$ cat src/rtl/wavetable_reader.sv
`default_nettype none
// ==========================================================================
// wavetable_reader : DDS phase accumulator fetching one ROM sample per tick
// Revision: 1.0
// ==========================================================================
module wavetable_reader #(
  parameter int width_p       = 12,
  parameter int depth_p       = 512,
  parameter int phase_width_p = 24
) (
  input  logic                       clk_i,
  input  logic                       reset_ni,
  input  logic                       en_i,
  input  logic                       tick_i,
  input  logic [phase_width_p-1:0]   ftw_i,
  input  logic                       ftw_valid_i,
  input  logic                       phase_clr_i,
  output logic [$clog2(depth_p)-1:0] addr_o,
  input  logic [width_p-1:0]         rom_data_i,
  output logic [width_p-1:0]         data_o,
  output logic                       valid_o,
  input  logic                       ready_i,
  output logic                       overrun_o,
  input  logic                       overrun_clr_i
);

  localparam int C_ADDR_W = $clog2(depth_p);

  typedef enum logic [1:0] {
    ST_IDLE  = 2'd0,
    ST_FETCH = 2'd1,
    ST_WAIT  = 2'd2,
    ST_OUT   = 2'd3
  } state_t;

  state_t                   state_q,   state_d;
  logic [phase_width_p-1:0] phase_q,   phase_d;
  logic [phase_width_p-1:0] ftw_q,     ftw_d;
  logic [C_ADDR_W-1:0]      addr_q,    addr_d;
  logic [width_p-1:0]       data_q,    data_d;
  logic                     overrun_q, overrun_d;

  logic w_tick_en;
  logic w_accept;
  logic w_drop;

  assign w_tick_en = tick_i & en_i;
  assign w_accept  = w_tick_en & (state_q == ST_IDLE);
  assign w_drop    = w_tick_en & (state_q != ST_IDLE);

  always_ff @(posedge clk_i or negedge reset_ni) begin
    if (!reset_ni) begin
      state_q   <= ST_IDLE;
      phase_q   <= '0;
      ftw_q     <= '0;
      addr_q    <= '0;
      data_q    <= '0;
      overrun_q <= 1'b0;
    end else begin
      state_q   <= state_d;
      phase_q   <= phase_d;
      ftw_q     <= ftw_d;
      addr_q    <= addr_d;
      data_q    <= data_d;
      overrun_q <= overrun_d;
    end
  end

  always_comb begin
    state_d   = state_q;
    phase_d   = phase_q;
    ftw_d     = ftw_valid_i ? ftw_i : ftw_q;
    addr_d    = addr_q;
    data_d    = data_q;
    overrun_d = overrun_q;

    unique case (state_q)
      ST_IDLE:  if (w_accept) state_d = ST_FETCH;
      ST_FETCH: state_d = ST_WAIT;
      ST_WAIT: begin
        data_d  = rom_data_i;
        state_d = ST_OUT;
      end
      ST_OUT:   if (ready_i) state_d = ST_IDLE;
      default:  state_d = ST_IDLE;
    endcase

    if (w_accept) begin
      addr_d = phase_clr_i ? '0 : phase_q[phase_width_p-1 -: C_ADDR_W];
    end

    // Dropped ticks still advance the phase so pitch is preserved under overrun.
    if (phase_clr_i) begin
      phase_d = w_accept ? ftw_q : '0;
    end else if (w_tick_en) begin
      phase_d = phase_q + ftw_q;
    end

    if (w_drop) begin
      overrun_d = 1'b1;
    end else if (overrun_clr_i) begin
      overrun_d = 1'b0;
    end
  end

  assign addr_o    = addr_q;
  assign data_o    = data_q;
  assign valid_o   = (state_q == ST_OUT);
  assign overrun_o = overrun_q;

endmodule
`default_nettype wire

$ cat config.mk
export PLATFORM = sky130hd
export DESIGN_NAME = wavetable_reader
export DESIGN_NICKNAME = d
export VERILOG_FILES = /design/src/rtl/wavetable_reader.sv
export SDC_FILE = /design/constraint.sdc
export NUM_CORES = 1
export LEC_CHECK = 0
export CAP_MARGIN = 20
export CELL_PAD_IN_SITES_DETAIL_PLACEMENT = 0
export CELL_PAD_IN_SITES_GLOBAL_PLACEMENT = 1
export CORE_UTILIZATION = 42
export DETAILED_ROUTE_END_ITERATION = 10
export HOLD_SLACK_MARGIN = 0.03
export PLACE_DENSITY_LB_ADDON = 0.1
export SYNTH_ARGS = -nofsm -noshare
export SYNTH_HDL_FRONTEND = slang
export SYNTH_SLANG_ARGS = --single-unit
$ cat constraint.sdc
create_clock -name clk_i -period 3.1 [get_ports clk_i]
set_input_delay 0.775 -clock clk_i [delete_from_list [all_inputs] [get_ports clk_i]]
set_output_delay 0.775 -clock clk_i [all_outputs]
set_load 0.01 [all_outputs]
==> impl_metrics.csv <==
group,metric,value,unit
setup_path,reg2reg_depth,10,
setup_path,worst-setup-path-type,"register to register",
timing,worst_pin_slew,916,ps
cts,cts_buffers,9,
setup_path,crit_path_end_kind,"register",
finish,drive_above_1_share,14.2,%
place,place_ws,510,ps
cts,cts_root_buffer,"clkbuf_8",
setup_path,slowest_delay,390,ps
pwr,comb_power_share,37.7,%
timing,fmax,396,MHz
routing,route.antenna.remaining_nets,0,
pwr,peakVddDrop,0.406,mV
grt,grt_pass1_vias,3238,
setup_path,start_kind,"register",
synthesis,syn_inst,424,
timing,fin_crit_sh,81.4,%
timing,slew_violations,0,
flow_run,maxCapViolations,0,
cts,hold_buffers,0,
min_path,min_path_type,"register to register",
pwr,clkPwrFrac,26.3,%
synthesis,ys_types,59,
timing,hold_violations,0,
cts,clkSlewWorstSetupHoldPaths,90,ps
finish,final_cells,627,
run_status,run_status,"finished, final reports clean",
cts,postCtsResizedCells,0,
cts,cts.sinks,72,
cts,cts_tree,"done",
place,hpwl,6810,um
die,row_count,36,
finish,nets,561,
timing,setup_tns,0,ps
synthesis,yosysWarnings,0,
timing,setup_viol,0,
synthesis,async_reset_ff_share,100,%
grt,grt_first_pass_wirelength,16200,um
pwr,leakagePower,2.28,nW
pwr,internal-power,2.40,mW
synthesis,synth_seq_cells,72,
min_path,hold_path_depth,2,
place,placed_area,4980,sq um
finish,utilization,53.7,%
timing,whs,478,ps
place,place_inst,611,
setup_path,crit_family,"compound AO/OA/AOI/OAI gates",
finish,antennaDiodeCount,0,
die,die_area,10400,sq um
finish,final_area,5230,sq um
grt,grt.total_usage,20.4,%
setup_path,worst_path_max_delay_cell,"a211o_1",
setup_path,cp.buffers_inverters,1,
synthesis,ys.flop_type,"dfrtp_1",
setup_path,critPathRequiredTime,3340,ps
routing,drtIter0Drc,163,
timing,max_slew_margin,38.9,%
synthesis,yosysSeqAreaShare,43.0,%
die,initial_core_util,43.1,%
timing,setup_slack,577,ps
finish,final_common_cell,"dfrtp_1",
pwr,pwr_density_cell,685,nW/um^2
cts,cts_setup_buffers,0,
grt,antenna_found_initial,0,
die,coreArea,9730,sq um
pwr,power.share.switching,32.9,%
pwr,p_sw,1.18,mW
place,gp_congestion,0.882,
die,num_io_pins,67,
setup_path,cp_max_fo,6,
routing,via_count,3409,
die,fp.dieH,102,um
timing,layout_min_cycle_time,2520,ps
timing,finClkSkew,12.4,ps
cts,clock_path_buffers,2,
cts,insertion_delay,360,ps
setup_path,worst-path-stages,10,
pwr,power,3.58,mW
finish,mostFrequentLayoutCells,"dfrtp_1 (72), clkdlybuf4s50_1 (65), nand2_1 (59), o21ai_0 (44), mux2_2 (35)",
synthesis,syn_area_per_cell,9.88,sq um
routing,drt-total-wl,9770,um
grt,grt_max_degree,73,
finish,syn_to_final_growth,24.8,%
setup_path,arrival,2770,ps
place,port_buffers,66,
pwr,p_seq_share,36.0,%
timing,rsz0062_at_grt,"no",
routing,post-route-drc-count,0,
routing,drt-vias-per-instance,5.44,
synthesis,mappedNetlistArea,4190,sq um
routing,first_pass_iters,4,
setup_path,path_cells,"ha_1, inv_1, fa_1, nor2b_1, o211ai_1, a21bo_2, a211o_1, a21oi_1, mux2i_1, nand2_1",
cts,cts.htree.levels,3,
synthesis,syn_nets,496,
synthesis,synth_edf_count,0,
routing,routedWlPerCell,15.6,um
grt,grt_overflow_total,0,
die,dieWidth,102,um
-- power groups by stage --
stage	logic, mW	clock network (mW)	registers, mW
after global routing	1.50	1.01	1.32
after CTS	1.36	0.977	1.29
after global placement	1.33	0	1.30
final	1.35	0.942	1.29
after floorplan	0.801	0	1.34
after detailed placement	1.35	0	1.31
-- worst paths after layout --
| kind | from | endpoint | slack (ps) |
|---|---|---|---|
| worst max register to register | phase_q[0] | phase_q[20] | 580 |
| min in group asynchronous | reset_ni | state_q[0] | 550 |
| max in group asynchronous | reset_ni | data_o[2] | 1960 |
| worst min-delay path | addr_o[0] | addr_o[0] | 480 |
| worst max-delay path | phase_q[0] | phase_q[20] | 580 |
| worst min register to register | addr_o[0] | addr_o[0] | 480 |
-- worst reg2reg max path: cells and delay by family (launching register included) --
family,cells,cell delay (ps)
buffers and inverters,1,60
DFF,1,360
and+or+nand+nor,2,280
adders and majority gates,2,560
AOI/OAI and AO/OA,4,950
muxes,1,210
-- layer usage --
| metal | part of all wire [%] | track usage [%] |
|---|---|---|
| met5 | 0 | 0 |
| met4 | 1.2 | 8.02 |
| met3 | 3.9 | 3.08 |
| met2 | 45 | 31.4 |
| met1 | 50 | 28.9 |
-- state kept, by name, indices dropped and copies added (netlist names) --
signal	flops
addr_o	9
phase_q	24
ftw_q	24
overrun_o	1
data_o	12
state_q	2
-- Yosys cell counts (7+ instances only) --
| master | n | share of area (%) |
|---|---|---|
| xor2_1 | 8 | 1.7 |
| ha_1 | 27 | 8.1 |
| clkbuf_1 | 11 | 0.99 |
| nand3_1 | 7 | 0.84 |
| nand2_1 | 59 | 5.3 |
| nor2_1 | 11 | 0.99 |
| o21ai_0 | 44 | 5.3 |
| mux2_2 | 35 | 9.4 |
| a21oi_1 | 31 | 3.7 |
| a31oi_1 | 7 | 1.0 |
| inv_1 | 9 | 0.81 |
| dfrtp_1 | 72 | 43 |
-- logic make-up (layout without fill, tap and decap cells) --
kind of cell | after synthesis | count (layout) | synth area share (%)
AOI/OAI and AO/OA | 130 | 130 | 19.4
xor gates and xnor gates | 14 | 14 | 2.93
adders and majority gates | 28 | 28 | 8.54
and+or+nand+nor | 111 | 111 | 12.7
DFF | 72 | 72 | 43.0
buffers and inverters | 30 | 100 | 3.05
muxes | 39 | 39 | 10.4
-- final cells by class --
| cell class | instances | area [sq um] |
|---|---|---|
| clock buffer | 11 | 141 |
| clock inverter | 5 | 104 |
| fill | 916 | 4500 |
| inverter | 10 | 37.5 |
| multi-input combinational | 322 | 2260 |
| sequential | 72 | 1800 |
| tap | 133 | 166 |
| timing repair buffer | 74 | 718 |
Note: power is estimated with default switching activity, not from simulation.
